==> src/rtl/interrupt_controller_pkg.sv <==
// Shared processor constants for the interrupt controller: FSM encoding,
// default acknowledge timeout and wait-counter width.
package interrupt_controller_pkg;

    typedef enum logic [1:0] {
        ST_IDLE    = 2'd0,
        ST_REQ     = 2'd1,
        ST_SERVICE = 2'd2
    } irq_state_e;

    localparam int ACK_TIMEOUT_DEFAULT = 255;

    // Wide enough for the largest legal ACK_TIMEOUT (255).
    localparam int CNT_W = 8;

endpackage

==> src/rtl/interrupt_controller_priority_encoder.sv <==
// Fixed-priority encoder: the lowest-numbered line that is both pending and
// enabled wins. Purely combinational.
module irq_priority_encoder #(
    parameter int NUM_IRQ = 4
) (
    input  logic [NUM_IRQ-1:0]         pending,
    input  logic [NUM_IRQ-1:0]         mask,
    output logic                       valid,
    output logic [$clog2(NUM_IRQ)-1:0] index
);

    localparam int ID_W = $clog2(NUM_IRQ);

    logic [NUM_IRQ-1:0] eligible;

    always_comb begin
        eligible = pending & mask;
        valid    = 1'b0;
        index    = '0;
        // Scan from the top down so the last hit, the lowest index, sticks.
        for (int i = NUM_IRQ - 1; i >= 0; i--) begin
            if (eligible[i]) begin
                valid = 1'b1;
                index = ID_W'(i);
            end
        end
    end

endmodule

==> src/rtl/interrupt_controller.sv <==
// Single-level, non-nesting interrupt controller: edge-latched requests,
// fixed priority dispatch, ack handshake with timeout, and reti completion.
module interrupt_controller
    import interrupt_controller_pkg::*;
#(
    parameter int NUM_IRQ     = 4,
    parameter int ACK_TIMEOUT = ACK_TIMEOUT_DEFAULT
) (
    input  logic                       clk,
    input  logic                       reset,
    input  logic [NUM_IRQ-1:0]         irq_in,
    input  logic [NUM_IRQ-1:0]         irq_mask,
    input  logic                       intr_ack,
    input  logic                       reti,
    output logic                       interrupt,
    output logic [$clog2(NUM_IRQ)-1:0] intr_id,
    output logic                       in_service,
    output logic [NUM_IRQ-1:0]         pending,
    output logic                       timeout_err
);

    localparam int ID_W = $clog2(NUM_IRQ);

    irq_state_e         state_q, state_d;
    logic [NUM_IRQ-1:0] irq_q, irq_d;
    logic [NUM_IRQ-1:0] pending_q, pending_d;
    logic [ID_W-1:0]    intr_id_q, intr_id_d;
    logic [CNT_W-1:0]   wait_cnt_q, wait_cnt_d;
    logic               interrupt_q, interrupt_d;
    logic               in_service_q, in_service_d;
    logic               timeout_err_q, timeout_err_d;

    logic               win_valid;
    logic [ID_W-1:0]    win_idx;
    logic [NUM_IRQ-1:0] edges;
    logic [NUM_IRQ-1:0] clear_mask;
    logic               ack_take;
    logic               expire;

    irq_priority_encoder #(
        .NUM_IRQ (NUM_IRQ)
    ) u_prio (
        .pending (pending_q),
        .mask    (irq_mask),
        .valid   (win_valid),
        .index   (win_idx)
    );

    // The wait counter holds the number of REQ cycles already spent, so the
    // request is withdrawn at the end of its ACK_TIMEOUT-th REQ cycle.
    always_comb begin
        edges    = irq_in & ~irq_q;
        ack_take = (state_q == ST_REQ) && intr_ack;
        expire   = (state_q == ST_REQ) && !intr_ack
                   && (wait_cnt_q == CNT_W'(ACK_TIMEOUT - 1));
    end

    always_ff @(posedge clk) begin
        if (reset) begin
            state_q       <= ST_IDLE;
            irq_q         <= '0;
            pending_q     <= '0;
            intr_id_q     <= '0;
            wait_cnt_q    <= '0;
            interrupt_q   <= 1'b0;
            in_service_q  <= 1'b0;
            timeout_err_q <= 1'b0;
        end else begin
            state_q       <= state_d;
            irq_q         <= irq_d;
            pending_q     <= pending_d;
            intr_id_q     <= intr_id_d;
            wait_cnt_q    <= wait_cnt_d;
            interrupt_q   <= interrupt_d;
            in_service_q  <= in_service_d;
            timeout_err_q <= timeout_err_d;
        end
    end

    always_comb begin
        state_d = state_q;
        case (state_q)
            ST_IDLE: begin
                if (win_valid) state_d = ST_REQ;
            end
            ST_REQ: begin
                if (ack_take)    state_d = ST_SERVICE;
                else if (expire) state_d = ST_IDLE;
            end
            ST_SERVICE: begin
                if (reti) state_d = ST_IDLE;
            end
            default: state_d = ST_IDLE;
        endcase
    end

    // A fresh edge on the line being cleared wins, so the request is not lost.
    always_comb begin
        irq_d        = irq_in;
        interrupt_d  = (state_d == ST_REQ);
        in_service_d = (state_d == ST_SERVICE);

        intr_id_d = intr_id_q;
        if ((state_q == ST_IDLE) && win_valid) intr_id_d = win_idx;

        wait_cnt_d = wait_cnt_q;
        if (state_q == ST_IDLE)     wait_cnt_d = '0;
        else if (state_q == ST_REQ) wait_cnt_d = wait_cnt_q + 1'b1;

        clear_mask = '0;
        if (ack_take || expire) clear_mask[intr_id_q] = 1'b1;
        pending_d = (pending_q & ~clear_mask) | edges;

        timeout_err_d = timeout_err_q | expire;
    end

    assign interrupt   = interrupt_q;
    assign intr_id     = intr_id_q;
    assign in_service  = in_service_q;
    assign pending     = pending_q;
    assign timeout_err = timeout_err_q;

endmodule
==> config.mk <==
export PLATFORM = sky130hd
export DESIGN_NAME = interrupt_controller
export DESIGN_NICKNAME = d
export VERILOG_FILES = /design/src/rtl/interrupt_controller_pkg.sv /design/src/rtl/interrupt_controller_priority_encoder.sv /design/src/rtl/interrupt_controller.sv
export SDC_FILE = /design/constraint.sdc
export NUM_CORES = 1
export LEC_CHECK = 0
export BUFFER_PORTS_ARGS = -buffer_cell sky130_fd_sc_hd__buf_4
export CAP_MARGIN = 20
export CORE_MARGIN = 2
export CORE_UTILIZATION = 25
export DETAILED_ROUTE_END_ITERATION = 6
export PLACE_DENSITY = 0.52
export SLEW_MARGIN = 20
export SYNTH_ARGS = -nofsm -noshare
export SYNTH_HDL_FRONTEND = slang
export SYNTH_SLANG_ARGS = --single-unit
==> constraint.sdc <==
create_clock -name clk -period 1.8 [get_ports clk]
set_input_delay 0.18 -clock clk [delete_from_list [all_inputs] [get_ports clk]]
set_output_delay 0.18 -clock clk [all_outputs]
set_load 0.02 [all_outputs]
== Word-level counts from Yosys, hierarchy flattened ==
Index checks and enable logic that the tools add are counted.

* Word-level logic and storage cells: 48
* Output and inout port bits: 9
* Input port bits: 12
* Register bits: 23

* Bitwise logic cells: 7
* Add/sub/neg operators: 1
* Equal/unequal tests: 5
* Reductions and logical operators: 9
* Order comparisons: 2
* Mux-type cells: 16

{| class="wikitable"
|+ Operators with widths
! kind !! count
|-
| $mux W2 || 8
|-
| $and A4 B4 Y4 || 3
|-
| $add A8 B1 Y8 const B || 1
|-
| $eq A8 B8 Y1 const B || 1
|-
| $not A4 Y4 || 2
|-
| $pmux W2 S3 || 1
|-
| $logic_and A1 B1 Y1 || 5
|-
| $mux W1 || 5
|-
| $eq A2 B1 Y1 const B || 2
|-
| $eq A2 B2 Y1 const B || 2
|-
| $mux W4 || 1
|-
| $or A4 B4 Y4 || 1
|-
| $lt A2 B3 Y1 const B || 1
|-
| $demux W1 S2 || 1
|-
| $ge A2 B1 Y1 const B || 1
|-
| $logic_not A2 Y1 || 1
|-
| $reduce_or A2 Y1 || 1
|-
| $logic_not A1 Y1 || 1
|-
| $logic_or A1 B1 Y1 || 1
|-
| $or A1 B1 Y1 || 1
|}

== Longest topological paths before layout ==
* Depth after elaboration: 8
* Mapped depth: 5
* Gate-level depth less buffers: 5

== By module ==
A second synthesis with hierarchy kept.

* Cell total of the unflattened synthesis: 110
* Area total of the unflattened synthesis: 1,016.0 um2

{| class="wikitable"
|+ By module, submodules not included
! module !! instances !! cells each !! seq. area each (um2) !! area an instance (um2)
|-
| interrupt_controller || 1 || 103 || 460.4 || 968.4
|-
| irq_priority_encoder || 1 || 7 || 0.0 || 47.5
|}

== Worst setup path after synthesis ==
OpenSTA, ideal clock, no wires.

* Path kind: register -> register
* From: reg state_q[1]
* To: reg timeout_err_q, in the netlist timeout_err
* Path buffers: 1
* Period minus slack after synthesis: 1,284 ps
* Library setup time: 71 ps
* Slack: 516 ps
* Arrival time: 1,214 ps
* Required time: 1,729 ps
* Cell stages (with the launch flop): 5
* Cells stage by stage: dfxtp_1 nand2b_1 buf_6 or4_1 a21oi_1

* Cells in the longest elaborated chain, start to end: 4

{| class="wikitable"
|+ RTL lines
! item !! line !! text
|-
| from (decl) || interrupt_controller.sv:24 || <nowiki>irq_state_e state_q, state_d;</nowiki>
|-
| from (signal assigned) || interrupt_controller.sv:69 || <nowiki>state_q <= state_d;</nowiki>
|-
| $eq A2 B1 Y1 || interrupt_controller.sv:54 || <nowiki>expire = (state_q == ST_REQ) && !intr_ack</nowiki>
|-
| $logic_and A1 B1 Y1 || interrupt_controller.sv:54 ||
|-
| $logic_and A1 B1 Y1 || interrupt_controller.sv:55 || <nowiki>&& (wait_cnt_q == CNT_W'(ACK_TIMEOUT - 1));</nowiki>
|-
| $or A1 B1 Y1 || interrupt_controller.sv:114 || <nowiki>timeout_err_d = timeout_err_q | expire;</nowiki>
|-
| to (signal assigned) || interrupt_controller.sv:76 || <nowiki>timeout_err_q <= timeout_err_d;</nowiki>
|-
| to (decl) || interrupt_controller.sv:31 || <nowiki>logic timeout_err_q, timeout_err_d;</nowiki>
|}

Every way passes these cells.
A chain may end at the register's enable or synchronous reset.

== Final worst setup path ==
* From: reg state_q[1]
* To: reg wait_cnt_q[7]

* Cells in the longest elaborated chain, start to end: 2
* Elaborated cells on any way between the ends: 3
* Those cells by class: eq/ne (1); reduce/logical (2)

{| class="wikitable"
|+ RTL lines
! item !! line !! text
|-
| $logic_not A2 Y1 || interrupt_controller.sv:107 || <nowiki>if (state_q == ST_IDLE) wait_cnt_d = '0;</nowiki>
|-
| $reduce_or A2 Y1 (no line) || -- ||
|-
| to (signal assigned) || interrupt_controller.sv:73 || <nowiki>wait_cnt_q <= wait_cnt_d;</nowiki>
|-
| to (decl) || interrupt_controller.sv:28 || <nowiki>logic [CNT_W-1:0] wait_cnt_q, wait_cnt_d;</nowiki>
|}

Parallel ways exist; a longest one is shown, timed or not.

==> impl_metrics.toml <==
[placement]
gp_congestion = 0.740
hpwl_um = 1600
port-buffer-count = 20

[logic_synthesis]
syn_nets = 121
yosys_warnings = 0
yosysTopAreaCell = "dfxtp_1"
synth_edf_count = 0
netlist_area_sq_um = 971
synth-async-reset-ratio = 0
ys.flop_type = "dfxtp_1"
synthTopCellsByCount = "23 x dfxtp_1, 12 x nor2b_1, 10 x a21oi_1"
syn_inst = 107
syn_avg_cell_area_sq_um = 9.07
ys_top_cells_by_area = "dfxtp_1 47%, nor2b_1 7.7%, a21oi_1 5.2%, nor2_1 3.5%, o21bai_1 3.1%"
synth.most_common_cell = "dfxtp_1"
synth_cell_type_count = 30
synth_top_area_frac = 0.474
synth_seq_cells = 23
ys_seq_area_frac = 0.474

[sta]
finalHoldViolCount = 0
slew_headroom = 0.731
min_period_over_period = 0.779
worst_slew_pin_slew_ns = 0.400
rsz0062_at_grt = "false"
fin_crit_ns = 1.40
finClkSkew_ns = 0.00781
fmax_mhz = 713
finalSetupTns_ns = 0
final_max_slew_viol_count = 0
final-setup-viol-count = 0
holdWs_ns = 0.126

[final_layout]
seqCellArea_sq_um = 460
multi_input_area_sq_um = 477
nFillCells = 409
final_layout_size_suffix_gt1_frac = 0.188
area_growth_pct = 24.4
nets = 143
antennaDiodeCount = 0

[die]
initial_core_util = 0.263
ios = 21
fp.dieH_um = 66.3
dieArea_sq_um = 4400
core_area_sq_um = 3690
rows = 22
die_x_um = 66.3

[clock_network]
htree_levels = 1
clockRootBuffer = "clkbuf_8"
cts_buffers = 3
cts_tree = "yes"
clkSlewWorstSetupHoldPaths_ns = 0.08
clk_latency_ns = 0.27
post_cts_buffers = 0
cts_resized = 0
clockBufferDepth = 2
hold_buffers = 0
clkSinkCount = 23

[worst_setup_path]
path_class = "reg -> reg"
cp_data_arrival_time_ns = 1.60
critPathMaxFanout = 9
crit_required_ns = 2.00
end_kind = "register"
critPathLaunchType = "register"

[power_and_ir_drop]
pwr_density_cell_nw_per_um2 = 858
power_leakage_nw = 0.451
ir_drop_uv = 402

[outcome]
status = "complete, no violations"

[grt]
grt_pass1_wl_um = 3620
grt_overflow = 0
grtUsageTotal = 0.110
antenna_found_initial = 0
first_global_vias = 824
grt_max_degree = 18

[route]
vias = 834
wl_um = 2100
wl_met2_um = 947
drc = 0
ant_nets = 0
wl_per_cell_um = 12.0
via_per_inst = 4.74
wl_met3_um = 92
firstDrtPassIters = 6
top_layer_used = "met4"
drt-initial-drc-count = 30
wl_met1_um = 984

[job]
maxCapViolCount = 0

[min_path]
hold_class = "in -> reg"
==> cell type report <==
type,instances,share of cell area
repair buffers,20,0.124
clock buffers,4,0.0373
inverters,4,0.0124
multi-input cells,77,0.395
well taps,48,0.0497
flip-flops and latches,23,0.381
==> path summary, 6_finish.rpt <==
check / cells past startpoint / from / to / slack [ns]
worst max-delay path: 3 / state_q[1]$_SDFF_PP0_ / wait_cnt_q[7]$_SDFFE_PP0N_ / 0.40
worst min-delay path: 2 / irq_in[1] / irq_q[1]$_SDFF_PP0_ / 0.13
worst max register to register: 3 / state_q[1]$_SDFF_PP0_ / wait_cnt_q[7]$_SDFFE_PP0N_ / 0.40
worst min register to register: 2 / timeout_err$_SDFF_PP0_ / timeout_err$_SDFF_PP0_ / 0.47
==> logic make-up (layout without fill, tap and decap cells) <==
kind of cell	after synthesis	after routing	synth area share
compound gates	34	34	0.223
flops	23	23	0.474
xor+xnor	2	2	0.0180
simple gates	39	39	0.224
buf+inv	7	28	0.0348
fa+ha+maj	2	2	0.0258
==> critical path: stages (launching register included) <==
cell	delay, ns
dfxtp_1	0.36
nand2b_1	0.28
or4_1	0.55
a21oi_1	0.15
==> sequential cells by signal, indices dropped and copies added, names as in the netlist <==
signal	cells
timeout_err	1
in_service	1
irq_q	4
wait_cnt_q	8
state_q	2
interrupt	1
intr_id	2
pending	4
==> routing by layer <==
metal / up-vias / GRT usage
li1: 425 / -
met1: 373 / 0.136
met2: 29 / 0.168
met3: 7 / 0.0239
met4: 0 / 0.0740
met5: - / 0
==> layout by cell type, fill, tap and decap left out, types with 2 or more instances in the layout <==
cell type  instances
dfxtp_1           23
buf_4             20
nor2b_1           12
a21oi_1           10
nor2_1             9
o21ai_0            5
inv_1              4
o21bai_1           4
a31oi_1            4
nand3_1            3
or4_1              3
a22o_1             3
nand2_1            3
or3_1              3
clkbuf_8           3
o31ai_1            2
a211oi_1           2
ha_1               2
==> power breakdown <==
part           switching (W)  leakage [nW]  internal (W)
Clock               0.000162        0.0228      0.000158
Sequential         0.0000237         0.188      0.000535
Combinational      0.0000842         0.240     0.0000726
Total               0.000270         0.451      0.000765
==> per-stage QoR <==
stage / instance area (sq um) / setup slack [ns] / std cells / power, W / utilization
floorplan: 971 / 0.516 / 107 / 0.000665 / -
global placement: 1160 / 0.477 / 172 / 0.000727 / 0.315
detailed placement: 1160 / 0.431 / 172 / 0.000728 / 0.315
CTS: 1210 / 0.412 / 176 / 0.00106 / 0.327
global route: 1210 / 0.313 / 176 / 0.00109 / 0.327
finish: 1210 / 0.398 / 176 / 0.00104 / 0.327
No activity file was read; power rests on OpenSTA's default activity.
